$ cat config.mk
export PLATFORM = sky130hd
export DESIGN_NAME = uart_rx_ext
export DESIGN_NICKNAME = d
export VERILOG_FILES = /design/src/rtl/uart_pkg.sv /design/src/rtl/uart_bit_sampler.sv /design/src/rtl/uart_rx_ext.sv
export SDC_FILE = /design/constraint.sdc
export NUM_CORES = 1
export LEC_CHECK = 0
export CAP_MARGIN = 30
export CORE_AREA = 2 2 77 71
export DETAILED_ROUTE_END_ITERATION = 6
export DIE_AREA = 0 0 79 73
export HOLD_SLACK_MARGIN = 0.03
export PLACE_DENSITY = 0.71
export SLEW_MARGIN = 10
export SYNTH_ARGS = -nofsm -noshare
export SYNTH_HDL_FRONTEND = slang
export SYNTH_HIERARCHICAL = 1
export SYNTH_SLANG_ARGS = --single-unit
$ cat constraint.sdc
create_clock -name clk -period 4.25 [get_ports clk]
set_clock_uncertainty 0.05 [all_clocks]
set_input_delay 1.275 -clock clk [delete_from_list [all_inputs] [get_ports clk]]
set_output_delay 1.275 -clock clk [all_outputs]
set_load 0.05 [all_outputs]
$ cat src/rtl/uart_pkg.sv
// Shared types and constants for the extended UART receiver.
package uart_pkg;

    typedef enum logic [2:0] {
        ST_IDLE     = 3'd0,
        ST_START    = 3'd1,
        ST_DATA     = 3'd2,
        ST_PARITY   = 3'd3,
        ST_STOP1    = 3'd4,
        ST_STOP2    = 3'd5,
        ST_BRK_WAIT = 3'd6
    } state_t;

    localparam logic [1:0] PAR_NONE = 2'b00;
    localparam logic [1:0] PAR_EVEN = 2'b01;
    localparam logic [1:0] PAR_ODD  = 2'b10;

    localparam int MIN_DATA_BITS = 5;

    function automatic int mid_of(input int oversample);
        return oversample / 2;
    endfunction

endpackage

$ cat src/rtl/uart_bit_sampler.sv
// Line synchroniser, start-edge detect, per-bit oversample counter and 3-sample majority vote.
module uart_bit_sampler
    import uart_pkg::*;
#(
    parameter int OVERSAMPLE = 16
) (
    input  logic clk,
    input  logic rst_n,
    input  logic baud_en,
    input  logic rx,
    input  logic restart,
    input  logic active,
    output logic line,
    output logic start_edge,
    output logic bit_strobe,
    output logic bit_val,
    output logic bit_end
);

    localparam int MID = mid_of(OVERSAMPLE);
    localparam int CW  = $clog2(OVERSAMPLE);

    logic          sync_a;
    logic          prev;
    logic [CW-1:0] cnt;
    logic          s_early;
    logic          s_mid;

    function automatic logic majority3(input logic a, input logic b, input logic c);
        return (a & b) | (a & c) | (b & c);
    endfunction

    // Synchroniser flops preset to idle-high so reset can never look like a start bit.
    always_ff @(posedge clk or negedge rst_n) begin
        if (!rst_n) begin
            sync_a <= 1'b1;
            line   <= 1'b1;
            prev   <= 1'b1;
        end else begin
            sync_a <= rx;
            line   <= sync_a;
            prev   <= line;
        end
    end

    always_ff @(posedge clk or negedge rst_n) begin
        if (!rst_n) begin
            cnt <= '0;
        end else if (restart) begin
            cnt <= '0;
        end else if (active && baud_en) begin
            cnt <= (cnt == CW'(OVERSAMPLE - 1)) ? '0 : cnt + 1'b1;
        end
    end

    always_ff @(posedge clk) begin
        if (baud_en && cnt == CW'(MID - 1)) s_early <= line;
        if (baud_en && cnt == CW'(MID))     s_mid   <= line;
    end

    assign start_edge = prev & ~line;
    assign bit_strobe = active && baud_en && (cnt == CW'(MID + 1));
    assign bit_end    = active && baud_en && (cnt == CW'(OVERSAMPLE - 1));
    assign bit_val    = majority3(s_early, s_mid, line);

endmodule

$ cat src/rtl/uart_rx_ext.sv
// Runtime-configurable UART receiver: frame FSM, shift register, one-entry holding register and flags.
module uart_rx_ext
    import uart_pkg::*;
#(
    parameter int DATA_WIDTH = 8,
    parameter int OVERSAMPLE = 16
) (
    input  logic                  clk,
    input  logic                  rst_n,
    input  logic                  baud_en,
    input  logic                  rx,
    input  logic [3:0]            cfg_data_bits,
    input  logic [1:0]            cfg_parity,
    input  logic                  cfg_stop2,
    output logic [DATA_WIDTH-1:0] rx_data,
    output logic                  rx_valid,
    input  logic                  rx_rdy,
    output logic                  parity_err,
    output logic                  frame_err,
    output logic                  break_det,
    output logic                  overrun,
    input  logic                  ovr_clr,
    output logic                  rx_busy
);

    localparam int BW = $clog2(DATA_WIDTH + 1);

    state_t                state;
    logic [BW-1:0]         nbits;
    logic [BW-1:0]         bit_idx;
    logic                  par_en;
    logic                  par_odd;
    logic                  stop2;
    logic [DATA_WIDTH-1:0] shreg;
    logic                  perr;
    logic                  ferr;
    logic                  all_zero;

    logic line, start_edge, bit_strobe, bit_val, bit_end;
    logic take_start, active, complete, brk, ferr_now;

    function automatic logic [BW-1:0] clamp_bits(input logic [3:0] req);
        if (req < 4'(MIN_DATA_BITS)) return BW'(MIN_DATA_BITS);
        else if (req > 4'(DATA_WIDTH)) return BW'(DATA_WIDTH);
        else return BW'(req);
    endfunction

    assign take_start = (state == ST_IDLE) && start_edge;
    assign active     = (state != ST_IDLE) && (state != ST_BRK_WAIT);
    assign rx_busy    = active;
    assign ferr_now   = ferr | ~bit_val;

    uart_bit_sampler #(.OVERSAMPLE(OVERSAMPLE)) u_sampler (
        .clk        (clk),
        .rst_n      (rst_n),
        .baud_en    (baud_en),
        .rx         (rx),
        .restart    (take_start),
        .active     (active),
        .line       (line),
        .start_edge (start_edge),
        .bit_strobe (bit_strobe),
        .bit_val    (bit_val),
        .bit_end    (bit_end)
    );

    // A single-stop frame completes at its decision point so a following start edge is not missed.
    always_comb begin
        complete = 1'b0;
        brk      = 1'b0;
        if (bit_strobe && state == ST_STOP1) begin
            if (all_zero && !bit_val) brk = 1'b1;
            else if (!stop2)          complete = 1'b1;
        end
        if (bit_strobe && state == ST_STOP2) complete = 1'b1;
    end

    always_ff @(posedge clk or negedge rst_n) begin
        if (!rst_n) begin
            state    <= ST_IDLE;
            nbits    <= BW'(MIN_DATA_BITS);
            bit_idx  <= '0;
            par_en   <= 1'b0;
            par_odd  <= 1'b0;
            stop2    <= 1'b0;
            perr     <= 1'b0;
            ferr     <= 1'b0;
            all_zero <= 1'b1;
        end else begin
            case (state)
                ST_IDLE: if (start_edge) begin
                    state    <= ST_START;
                    nbits    <= clamp_bits(cfg_data_bits);
                    par_en   <= (cfg_parity == PAR_EVEN) || (cfg_parity == PAR_ODD);
                    par_odd  <= (cfg_parity == PAR_ODD);
                    stop2    <= cfg_stop2;
                    bit_idx  <= '0;
                    perr     <= 1'b0;
                    ferr     <= 1'b0;
                    all_zero <= 1'b1;
                end
                ST_START: begin
                    if (bit_strobe && bit_val) state <= ST_IDLE;
                    else if (bit_end)          state <= ST_DATA;
                end
                ST_DATA: if (bit_strobe) begin
                    all_zero <= all_zero & ~bit_val;
                    if (bit_idx == nbits - 1'b1) state <= par_en ? ST_PARITY : ST_STOP1;
                    else                         bit_idx <= bit_idx + 1'b1;
                end
                ST_PARITY: if (bit_strobe) begin
                    perr     <= bit_val != (par_odd ? ~^shreg : ^shreg);
                    all_zero <= all_zero & ~bit_val;
                    state    <= ST_STOP1;
                end
                ST_STOP1: if (bit_strobe) begin
                    ferr <= ferr_now;
                    if (brk)        state <= ST_BRK_WAIT;
                    else if (stop2) state <= ST_STOP2;
                    else            state <= ST_IDLE;
                end
                ST_STOP2: if (bit_strobe) begin
                    ferr  <= ferr_now;
                    state <= ST_IDLE;
                end
                ST_BRK_WAIT: if (line) state <= ST_IDLE;
                default: state <= ST_IDLE;
            endcase
        end
    end

    // Bits land at their own index, so unused upper bits stay 0 and parity covers only real data.
    always_ff @(posedge clk) begin
        if (take_start) begin
            shreg <= '0;
        end else if (state == ST_DATA && bit_strobe) begin
            for (int i = 0; i < DATA_WIDTH; i++) begin
                if (BW'(i) == bit_idx) shreg[i] <= bit_val;
            end
        end
    end

    always_ff @(posedge clk or negedge rst_n) begin
        if (!rst_n) begin
            rx_data    <= '0;
            rx_valid   <= 1'b0;
            parity_err <= 1'b0;
            frame_err  <= 1'b0;
            break_det  <= 1'b0;
            overrun    <= 1'b0;
        end else begin
            break_det <= brk;
            if (complete && (!rx_valid || rx_rdy)) begin
                rx_data    <= shreg;
                parity_err <= perr;
                frame_err  <= ferr_now;
                rx_valid   <= 1'b1;
            end else if (rx_valid && rx_rdy) begin
                rx_valid <= 1'b0;
            end
            if (complete && rx_valid && !rx_rdy) overrun <= 1'b1;
            else if (ovr_clr)                    overrun <= 1'b0;
        end
    end

endmodule
==> flow_summary.yaml <==
power:
  sw_frac_of_total: 0.358
  p_sw_uw: 537
  finalPower_uw: 1500
  pwr-share-comb: 0.346
  p_leak_uw: 0.00129
  power_density_nw_per_um2: 528
  share_seq_of_total_power: 0.437
  peakVddDrop_mv: 0.223
  p_clk_frac: 0.217
  internal_power_uw: 962
place:
  pre_cts_slack_ns: 0.557
  place_area_sq_um: 2730
  gp_congestion: 0.818
  dp.cells: 329
  dp_hpwl_um: 3060
  numPortBuffers: 26
sta:
  setup_viol: 0
  finalSetupTns_ns: 0
  final-hold-violation-count: 0
  period_share: 0.851
  finalCriticalPeriod_ns: 3.62
  fmax_mhz: 276
  rsz0062_at_grt: "no"
  tightest_slew_ns: 0.836
  slew_viol_final: 0
  max_slew_margin: 0.443
  finalWorstSetupSlack_ns: 0.633
final_layout:
  fillers: 453
  diodes: 0
  drive_gt1_frac: 0.130
  stdcell_count: 337
  nets: 291
  syn_to_final_growth_pct: 17.9
  finalInstanceArea_sq_um: 2840
grt:
  first_global_vias: 1660
  grt_pass1_wl_um: 7520
  antenna_found_initial: 0
  grt_use_total: 0.167
  grt_overflow: 0
  grt_max_degree: 38
clock_tree:
  cts_buffers: 5
  cts_buffer_depth: 2
  clkSinkCount: 47
  cts_tree: "yes"
  post-cts-setup-buffers: 0
  h-tree-depth: 2
  clk-insertion-delay-late_ns: 0.31
  clk_pin_slew_ns: 0.08
  ctsResizeCount: 0
  cts_hold_buf: 0
  cts_root_buf: "clkbuf_8"
setup_path:
  cp-end-kind: "primary output"
  crit_required_ns: 2.92
  crit_arrival_ns: 2.29
  ff2ff_setup_slack_ns: 1.26
  r2r-start: "state[2]"
  r2r_cells: 8
  path_max_fanout: 17
  critPathKind: "flop to primary output"
  setup.worst_path.start_class: "flop"
  r2r-end: "shreg[2]"
route:
  dr.first_iter.drc_count: 143
  via_per_inst: 5.29
  post_drt_wl_per_cell_um: 12.9
  drt_first_pass_iters: 4
  drc: 0
  routed_wl_um: 4350
  ant_nets: 0
  detailroute.via_count: 1783
hold_path:
  hold_end: "u_sampler/line"
  hold_depth: 0
  min_from: "u_sampler/sync_a"
  hp-class: "flop to flop"
yosys:
  synth_common_cells: "dfrtp_1, nand2_1, nor2_1"
  synth.top_cell.area_share: 0.322
  synth_nets: 265
  synth_area_sq_um: 2410
  synth_area_leaders: "dfrtp_1, dfxtp_1, dfstp_2"
  synthArstFlopShare: 0.787
  synth-warning-count: 6
  synth_ff_type: "dfrtp_1"
  synth_largest_area_cell: "dfrtp_1"
  synth-edff-count: 2
  synth_cell_type_count: 46
  syn_avg_cell_area_sq_um: 9.92
  synth-seq-area-share: 0.479
  synth_cells: 243
  yosys_register_bits: 47
die:
  die_h_um: 73
  fp-row-count: 25
  start_util: 0.476
  ioPinCount: 27
  chipWidth_um: 79
  core-area_sq_um: 5070
  dieArea_sq_um: 5770
outcome:
  outcome: "complete, no violations"
flow_run:
  maxCapViolCount: 0
-- area by class of cell --
cell class                 instances  area [sq um]  share of cell area
multi-input combinational        174          1170               0.413
tap                               67          83.8              0.0295
timing repair buffer              29           278              0.0978
clock inverter                     2          36.3              0.0128
clock buffer                       6          72.6              0.0255
sequential                        47          1150               0.406
inverter                          12          45.0              0.0159
-- logic make-up (layout without fill, tap and decap cells) --
| family | after synthesis | count (layout) | synth area share |
|---|---|---|---|
| flip-flops | 47 | 47 | 0.479 |
| AND/OR/NAND/NOR | 93 | 93 | 0.193 |
| AO/OA/AOI/OAI | 32 | 32 | 0.0800 |
| XOR/XNOR | 16 | 16 | 0.0582 |
| adder cells (fa/ha/maj) | 10 | 10 | 0.0509 |
| buffers and inverters | 22 | 49 | 0.0348 |
| multiplexers | 23 | 23 | 0.105 |
-- registers in the layout, summed over array words and instances (netlist names), 3 cells and up --
register and flops:
u_sampler/cnt 4, state 3, nbits 4, rx_data 8, bit_idx 4, shreg 8
-- layout by cell type, fill, tap and decap left out, types with 2 or more instances in the layout --
cell type	count
mux2_4	2
mux2_2	10
mux2i_1	11
buf_4	3
nand2_1	31
and3_1	3
inv_1	10
dfrtp_1	31
o21ai_0	14
or4_1	2
nand4_1	5
nor3_1	2
clkbuf_8	5
edfxtp_1	2
nand3_1	7
xnor2_1	15
nor2_1	21
dfstp_2	6
dfxtp_1	8
a31oi_1	3
clkdlybuf4s50_1	25
or3_1	4
nor2b_1	7
a21oi_1	6
ha_1	9
nand2b_1	3
-- worst max path at each step --
| stage | startpoint | to | slack [ns] | cells past startpoint |
|---|---|---|---|---|
| 2_1_floorplan | state[1] | frame_err | 1.29 | 10 |
| 3_5_place_dp | baud_en | shreg[2] | 0.56 | 7 |
| 6_report | state[2] | rx_busy | 0.63 | 3 |
| 3_3_place_gp | baud_en | shreg[1] | 0.59 | 7 |
| 4_1_cts | state[2] | rx_busy | 0.61 | 3 |
| 5_1_grt | state[1] | rx_busy | 0.46 | 3 |
-- metrics by stage --
stage / hold WS, ns / utilization
3_3_place_gp: 0.297 / 0.539
3_5_place_dp: 0.300 / 0.539
5_1_grt: 0.313 / 0.561
6_report: 0.309 / 0.561
2_1_floorplan: 0.295 / -
4_1_cts: 0.311 / 0.561
-- routing by layer --
metal	global-route usage	vias up	wire length [um]
met4	0.0613	0	58
li1	-	885	-
met5	0	-	0
met1	0.227	850	2110
met2	0.261	42	1980
met3	0.0408	6	190
-- worst max-delay path, cell delays in order, from the launching register on --
cell and delay, ns:
dfrtp_1 0.62, nor2b_1 0.27, or3_1 0.26, clkdlybuf4s50_1 0.84
-- power by group through the flow --
stage	Sequential [uW]	Clock, uW	Combinational, uW
after floorplan	617	0	442
after global placement	662	0	514
after detailed placement	664	0	519
after CTS	655	335	523
after global routing	673	358	587
final	656	325	519
No activity file was read; power rests on OpenSTA's default activity.
